File: config.mk
export PLATFORM = sky130hd
export DESIGN_NAME = memory_access
export DESIGN_NICKNAME = d
export VERILOG_FILES = /design/src/rtl/memory_access.sv
export SDC_FILE = /design/constraint.sdc
export NUM_CORES = 1
export LEC_CHECK = 0
export ABC_AREA = 0
export ABC_CLOCK_PERIOD_IN_PS = 3000
export CORE_ASPECT_RATIO = 0.75
export CORE_MARGIN = 8
export CORE_UTILIZATION = 47
export CTS_CLUSTER_SIZE = 10
export DETAILED_ROUTE_END_ITERATION = 10
export GPL_ROUTABILITY_DRIVEN = 0
export GPL_TIMING_DRIVEN = 0
export PLACE_DENSITY_LB_ADDON = 0.15
export SETUP_SLACK_MARGIN = 0.3
export SLEW_MARGIN = 15
export SYNTH_ARGS = -nofsm -noshare
export SYNTH_HDL_FRONTEND = slang
export SYNTH_SLANG_ARGS = --single-unit
export TNS_END_PERCENT = 20
File: constraint.sdc
create_clock -name i_clk -period 3 [get_ports i_clk]
set_clock_uncertainty 0.05 [all_clocks]
set_input_delay 0.3 -clock i_clk [delete_from_list [all_inputs] [get_ports i_clk]]
set_output_delay 0.3 -clock i_clk [all_outputs]
set_load 0.03 [all_outputs]
File: src/rtl/memory_access.sv
// memory_access: load/store stage driving a req/ack data bus and producing one registered writeback record
module memory_access #(
    parameter int ADDR_W = 32,
    parameter int DATA_W = 32
) (
    input  logic              i_clk,
    input  logic              i_rst,
    input  logic              i_en,
    input  logic              valid_i,
    output logic              ready_o,
    input  logic [4:0]        rd_i,
    input  logic [2:0]        fun3_i,
    input  logic              load_i,
    input  logic              store_i,
    input  logic              write_reg_i,
    input  logic [ADDR_W-1:0] alu_result_i,
    input  logic [DATA_W-1:0] store_data_i,
    output logic              mem_req_o,
    output logic              mem_we_o,
    output logic [ADDR_W-1:0] mem_addr_o,
    output logic [DATA_W-1:0] mem_wdata_o,
    output logic [3:0]        mem_wstrb_o,
    input  logic [DATA_W-1:0] mem_rdata_i,
    input  logic              mem_ack_i,
    output logic              wb_valid_o,
    output logic              wb_we_o,
    output logic [4:0]        wb_rd_o,
    output logic [DATA_W-1:0] wb_data_o,
    output logic              err_o
);
    typedef enum logic {S_IDLE, S_WAIT} state_t;
    state_t state, state_nx;
    logic [4:0]        rd_q;
    logic [2:0]        fun3_q;
    logic              store_q;
    logic [ADDR_W-1:0] addr_q;
    logic [DATA_W-1:0] sdata_q;
    logic              accept, mem_op, bad, legal, done;
    logic [DATA_W-1:0] lane, load_data, wdata;
    logic [3:0]        strb;

    assign accept = i_en & valid_i & (state == S_IDLE);
    assign mem_op = load_i | store_i;
    assign bad    = (load_i & store_i)
                  | (load_i ? (fun3_i == 3'b011 || fun3_i[2:1] == 2'b11) : fun3_i > 3'b010)
                  | (fun3_i[1:0] == 2'b01 & alu_result_i[0])
                  | (fun3_i[1:0] == 2'b10 & |alu_result_i[1:0]);
    assign legal  = mem_op & ~bad;
    assign done   = i_en & (state == S_WAIT) & mem_ack_i;

    // Half-word lanes are always even, so a byte-granular shift serves both sizes.
    assign lane      = mem_rdata_i >> {addr_q[1:0], 3'b000};
    assign load_data = fun3_q[1:0] == 2'b00 ? {{24{~fun3_q[2] & lane[7]}}, lane[7:0]}
                     : fun3_q[1:0] == 2'b01 ? {{16{~fun3_q[2] & lane[15]}}, lane[15:0]}
                     : lane;
    assign strb      = fun3_q[1:0] == 2'b00 ? 4'b0001 << addr_q[1:0]
                     : fun3_q[1:0] == 2'b01 ? 4'b0011 << {addr_q[1], 1'b0}
                     : 4'b1111;
    assign wdata     = fun3_q[1:0] == 2'b00 ? {4{sdata_q[7:0]}}
                     : fun3_q[1:0] == 2'b01 ? {2{sdata_q[15:0]}}
                     : sdata_q;

    always_ff @(posedge i_clk) begin
        if (i_rst)
            state <= S_IDLE;
        else if (i_en)
            state <= state_nx;
    end

    always_comb begin
        state_nx = state == S_IDLE ? (accept & legal ? S_WAIT : S_IDLE)
                                   : (mem_ack_i ? S_IDLE : S_WAIT);
    end

    always_comb begin
        ready_o     = state == S_IDLE;
        mem_req_o   = state == S_WAIT;
        mem_we_o    = mem_req_o & store_q;
        mem_addr_o  = mem_req_o ? {addr_q[ADDR_W-1:2], 2'b00} : '0;
        mem_wstrb_o = mem_we_o ? strb : 4'b0000;
        mem_wdata_o = mem_we_o ? wdata : '0;
    end

    always_ff @(posedge i_clk) begin
        if (i_rst) begin
            rd_q    <= '0;
            fun3_q  <= '0;
            store_q <= 1'b0;
            addr_q  <= '0;
            sdata_q <= '0;
        end else if (accept) begin
            rd_q    <= rd_i;
            fun3_q  <= fun3_i;
            store_q <= store_i;
            addr_q  <= alu_result_i;
            sdata_q <= store_data_i;
        end
    end

    always_ff @(posedge i_clk) begin
        if (i_rst) begin
            wb_valid_o <= 1'b0;
            wb_we_o    <= 1'b0;
            wb_rd_o    <= '0;
            wb_data_o  <= '0;
            err_o      <= 1'b0;
        end else if (i_en) begin
            wb_valid_o <= done | (accept & ~legal);
            err_o      <= accept & mem_op & bad;
            if (done) begin
                wb_rd_o   <= rd_q;
                wb_we_o   <= ~store_q & |rd_q;
                wb_data_o <= store_q ? '0 : load_data;
            end else if (accept & ~legal) begin
                wb_rd_o   <= rd_i;
                wb_we_o   <= ~mem_op & write_reg_i & |rd_i;
                wb_data_o <= mem_op ? '0 : DATA_W'(alu_result_i);
            end
        end
    end
endmodule

# ---- After elaboration in Yosys (flattened, before gate mapping)
# Cells that the tools add are included.
dict set report totals {
  regBits 114
  ramBits 0
  latchBits 0
  out_inout_bits 111
  romBits 0
  inputBits 112
  n_memories 0
}
dict set report op_classes {
  n_div 0
  n_shift 3
  add_sub_neg 0
  mux 21
  order_cmp 1
  n_bitwise 29
  n_mul 0
  n_reduce_logical 7
  n_eq_ne 5
}
# cell count
set op_table {}
lappend op_table {{$mux 32} 10}
lappend op_table {{$shr 32x5->32} 1}
lappend op_table {{$and 1x1->1} 18}
lappend op_table {{$mux 4} 3}
lappend op_table {{$mux 5} 2}
lappend op_table {{$reduce_or 5->1} 2}
lappend op_table {{$mux 1} 6}
lappend op_table {{$not 1->1} 6}
lappend op_table {{$or 1x1->1} 5}
lappend op_table {{$eq 2x1->1 const B} 2}
lappend op_table {{$eq 2x2->1 const B} 2}
lappend op_table {{$shl 1x2->4 const A} 1}
lappend op_table {{$shl 2x2->4 const A} 1}
lappend op_table {{$eq 3x2->1 const B} 1}
lappend op_table {{$gt 3x2->1 const B} 1}
lappend op_table {{$logic_not 2->1} 1}
lappend op_table {{$reduce_and 2->1} 1}
lappend op_table {{$reduce_bool 2->1} 1}
lappend op_table {{$reduce_or 2->1} 1}
lappend op_table {{$logic_or 1x1->1} 1}

# ---- Logic depth before layout (Yosys ltp)
dict set report logic_depth {
  ltp_word 12
  depth_mapped 8
}

# ---- Least setup slack after synthesis
# No wires, ideal clock.
dict set report synth_timing {
  path_kind {register -> register}
  from {reg state, in the netlist mem_req_o}
  to {reg wb_we_o}
  path_stages_with_launch 6
  path_slack_ns 0.999
  setup_ns 0.091
  arrival_ns 1.860
  period_less_slack_ns 2.001
  path_buffers 0
  path_cell_list {dfxtp_1 -> inv_1 -> nor2_1 -> nor3_1 -> o211ai_1 -> a311oi_1}
}
dict set report synth_via {
  elab_chain_cells 5
  elab_cells_between_ends 8
  classes_between {1 x mux; 5 x bitwise; 2 x reduce/logical}
}
# element line_no
set synth_lines {}
lappend synth_lines {{from (decl)} 32} ;# state_t state, state_nx;
lappend synth_lines {{from (signal assigned)} 67} ;# state <= state_nx;
lappend synth_lines {{$not 1->1} -}
lappend synth_lines {{via ready_o} 10} ;# output logic ready_o,
lappend synth_lines {{$and 1x1->1} 42} ;# assign accept = i_en & valid_i & (state == S_IDLE);
lappend synth_lines {{$and 1x1->1} 114} ;# end else if (accept & ~legal) begin
lappend synth_lines {{$reduce_bool 2->1 (no source line)} -}
lappend synth_lines {{$reduce_and 2->1 (no source line)} -}
lappend synth_lines {{to (signal assigned)} 112} ;# wb_we_o <= ~store_q & |rd_q;
lappend synth_lines {{to (signal assigned)} 116} ;# wb_we_o <= ~mem_op & write_reg_i & |rd_i;
lappend synth_lines {{to (decl)} 26} ;# output logic wb_we_o,
# The timed path passes the listed nets, and every way through them passes these cells.
# A chain may end at the register's enable or synchronous reset.

# ---- Final worst setup path
dict set report layout_timing {
  from {reg store_q}
  to {out mem_wdata_o[22]}
}
dict set report layout_via {
  elab_chain_cells 2
}
# element line_no
set layout_lines {}
lappend layout_lines {{from (decl)} 35} ;# logic store_q;
lappend layout_lines {{from (signal assigned)} 94} ;# store_q <= store_i;
lappend layout_lines {{$and 1x1->1} 78} ;# mem_we_o = mem_req_o & store_q;
lappend layout_lines {{$mux 32} 81} ;# mem_wdata_o = mem_we_o ? wdata : '0;
lappend layout_lines {{to (decl)} 21} ;# output logic [DATA_W-1:0] mem_wdata_o,
# Every way passes these cells.

==> impl_metrics.csv <==
group,metric,value,unit
yosys,synth_warnings,0,
clocking,cts_sinks,114,
run,cap_violations,0,
timing,tightestPinTransition,0.888,ns
yosys,netlist.top_cell.by_area,"dfxtp_1",
floorplan,start_util,48.2,%
clocking,post_cts_buffers,0,
floorplan,rows,35,
routing,viasPerCell,5.53,
clocking,numCtsBuffers,17,
yosys,synth_edf_count,0,
routing,drc,0,
final_layout,area_delta_synth_final,51.2,%
critical_path,crit_required,2.65,ns
timing,timing.final.crit_share,93.0,%
clocking,clock-root-buffer,"clkbuf_16",
yosys,yosys.cell_types.count,48,
routing,ant_nets,0,
worst_hold_path,holdPathEnd,"store_q",
final_layout,final_common_cell,"clkdlybuf4s50_1",
critical_path,ff2ff_path_depth,6,
power,irDropWorstVdd,455,uV
routing,firstDrtPassIters,8,
status,outcome,"completed",
critical_path,rr_endpoint,"fun3_q[1]",
timing,hold_viol_final,0,
global_route,grt_max_degree,17,
timing,slew_headroom,40.2,%
floorplan,die_width,146,um
critical_path,worst-endpoint-arrival,2.44,ns
routing,vias,6788,
critical_path,worstSetupPathType,"flip-flop to primary output",
clocking,htree_levels,4,
yosys,yosysSeqAreaShare,38.5,%
final_layout,diodes,0,
timing,rsz0062_at_grt,"true",
critical_path,ff2ff_setup_slack,0.69,ns
timing,slew_viol_final,0,
clocking,clock_latency,0.41,ns
yosys,netlist_area,5930,um2
clocking,clock_path_buffers,2,
global_route,grt_use_total,27.2,%
placement,dp_hpwl,17.5,mm
power,p_per_area,509,nW/um2
global_route,antenna_found_initial,0,
critical_path,crit_fanout,10,
placement,port_buffers,218,
final_layout,stdcell_area,8970,um2
yosys,async_reset_ff_share,0,%
floorplan,die_y,113,um
yosys,netlist.area_leader.share,38.5,%
yosys,synth_cells,811,
placement,placed_cell_area,8330,um2
routing,wl,23.4,mm
power,power_leakage,3.43,nW
worst_hold_path,worstHoldStart,"store_i",
yosys,synth_area_leaders,"dfxtp_1 (38%), nand2_1 (12%), a21oi_1 (9.4%)",
worst_hold_path,hold_class,"primary input to flip-flop",
clocking,cts_tree,"done",
global_route,grt_pass1_wl,35.8,mm
floorplan,num_io_pins,223,
routing,wire_per_inst,19.0,um
timing,setup-tns-final,0,ns
timing,timing.fmax,358,MHz
floorplan,core,12300,um2
critical_path,r2r_start,"mem_req_o",
worst_hold_path,hold_depth,3,
floorplan,die_area,16500,um2
final_layout,post_route_cells_drive_above_1_share,7.82,%
critical_path,critPathLaunch,"store_q",
critical_path,endpoint_kind,"primary output",
global_route,gr-total-overflow,0,
power,p_total,4.57,mW
timing,post-route-min-period,2.79,ns
timing,finalSetupViolations,0,
clocking,path_clk_slew,0.05,ns
critical_path,worstSetupStartpointType,"flip-flop",
yosys,ys_ff_latch,114,
routing,initialDrtViolationCount,622,
final_layout,final_cell_mix,"clkdlybuf4s50_1 (202), nand2_1 (192), dfxtp_1 (114)",
yosys,avgSynthCellArea,7.32,um2
global_route,grt_pass1_vias,6476,
yosys,synthFlopType,"dfxtp_1",
final_layout,finalNetCount,1161,
-- flip-flops by register name, summed over array words and instances (netlist names), 3 cells and up --
signal,flops
addr_q,32
sdata_q,32
wb_data_o,32
rd_q,5
wb_rd_o,5
fun3_q,3
-- critical path: stages (launching register included) --
cell             delay [ns]
dfxtp_1                0.39
clkbuf_2               0.23
nand2_1                0.09
clkbuf_1               0.25
buf_2                  0.26
nor2_1                 0.12
clkdlybuf4s50_1        0.69
-- cell families after synthesis --
group / count (synthesis) / synth area share (%)
and+or+nand+nor: 365 / 26.7
AOI/OAI and AO/OA: 214 / 22.7
other: 1 / 0.0632
xor gates and xnor gates: 1 / 0.148
muxes: 34 / 6.14
buffers and inverters: 82 / 5.84
DFF: 114 / 38.5
-- per-stage QoR --
stage               hold WS [ns]  instances  util (%)  setup slack [ns]
global route               0.184       1228      72.9            0.0921
finish                     0.178       1228      72.9             0.210
floorplan                  0.382        812         -             0.999
CTS                        0.161       1228      72.7             0.166
global placement           0.389       1196      67.7             0.308
detailed placement         0.393       1196      67.7             0.245
-- synthesized netlist by cell type, types with 2 or more instances --
cell,instances
a211oi_1,29
a211oi_2,8
a21oi_1,112
a221oi_1,8
a22oi_1,8
a311oi_1,7
a31oi_1,2
and2_1,32
and3_1,8
buf_1,5
buf_2,13
buf_4,6
clkbuf_1,44
dfxtp_1,114
inv_1,13
mux2_2,8
mux2i_1,24
nand2_1,192
nand2b_1,6
nand3_1,8
nor2_1,89
nor2b_1,10
nor3_1,11
o211ai_1,2
o21ai_0,25
o21ai_1,4
or4_1,2
-- report_power, final --
part | switching, mW | leakage (nW) | internal, mW
combinational | 0.454 | 2.20 | 0.348
sequential | 0.0580 | 0.934 | 1.60
clock | 0.717 | 0.295 | 1.39
-- cell type report --
cell class	count	area [um2]
Fill cell	1000	3330
Clock inverter	9	128
Inverter	14	52.6
Tap cell	166	208
Buffer	68	303
Timing Repair Buffer	218	2200
Sequential cell	114	2280
Multi-Input combinational cell	616	3320
Clock buffer	23	488
-- routing by layer --
layer | vias up | track usage (%) | part of all wire [%]
li1 | 3233 | - | -
met1 | 3173 | 36.3 | 44
met2 | 350 | 41.2 | 44
met3 | 32 | 8.41 | 10
met4 | 0 | 8.30 | 1.7
met5 | - | 0 | 0
-- worst max-delay path by stage --
stage | to | slack, ns | cells after the start
final | mem_wdata_o[22] | 0.21 | 6
after global routing | mem_addr_o[27] | 0.09 | 4
after CTS | mem_wdata_o[13] | 0.17 | 6
after detailed placement | wb_we_o | 0.24 | 6
after global placement | wb_we_o | 0.31 | 6
after floorplan | wb_we_o | 1.0 | 5
-- repair_timing --
action	in CTS	in global routing
pin swaps	0	0
hold endpoints to repair	0	0
hold buffers	0	0
resized for setup	14	12
setup endpoints to repair	39	45
No activity file was read; power rests on OpenSTA's default activity.
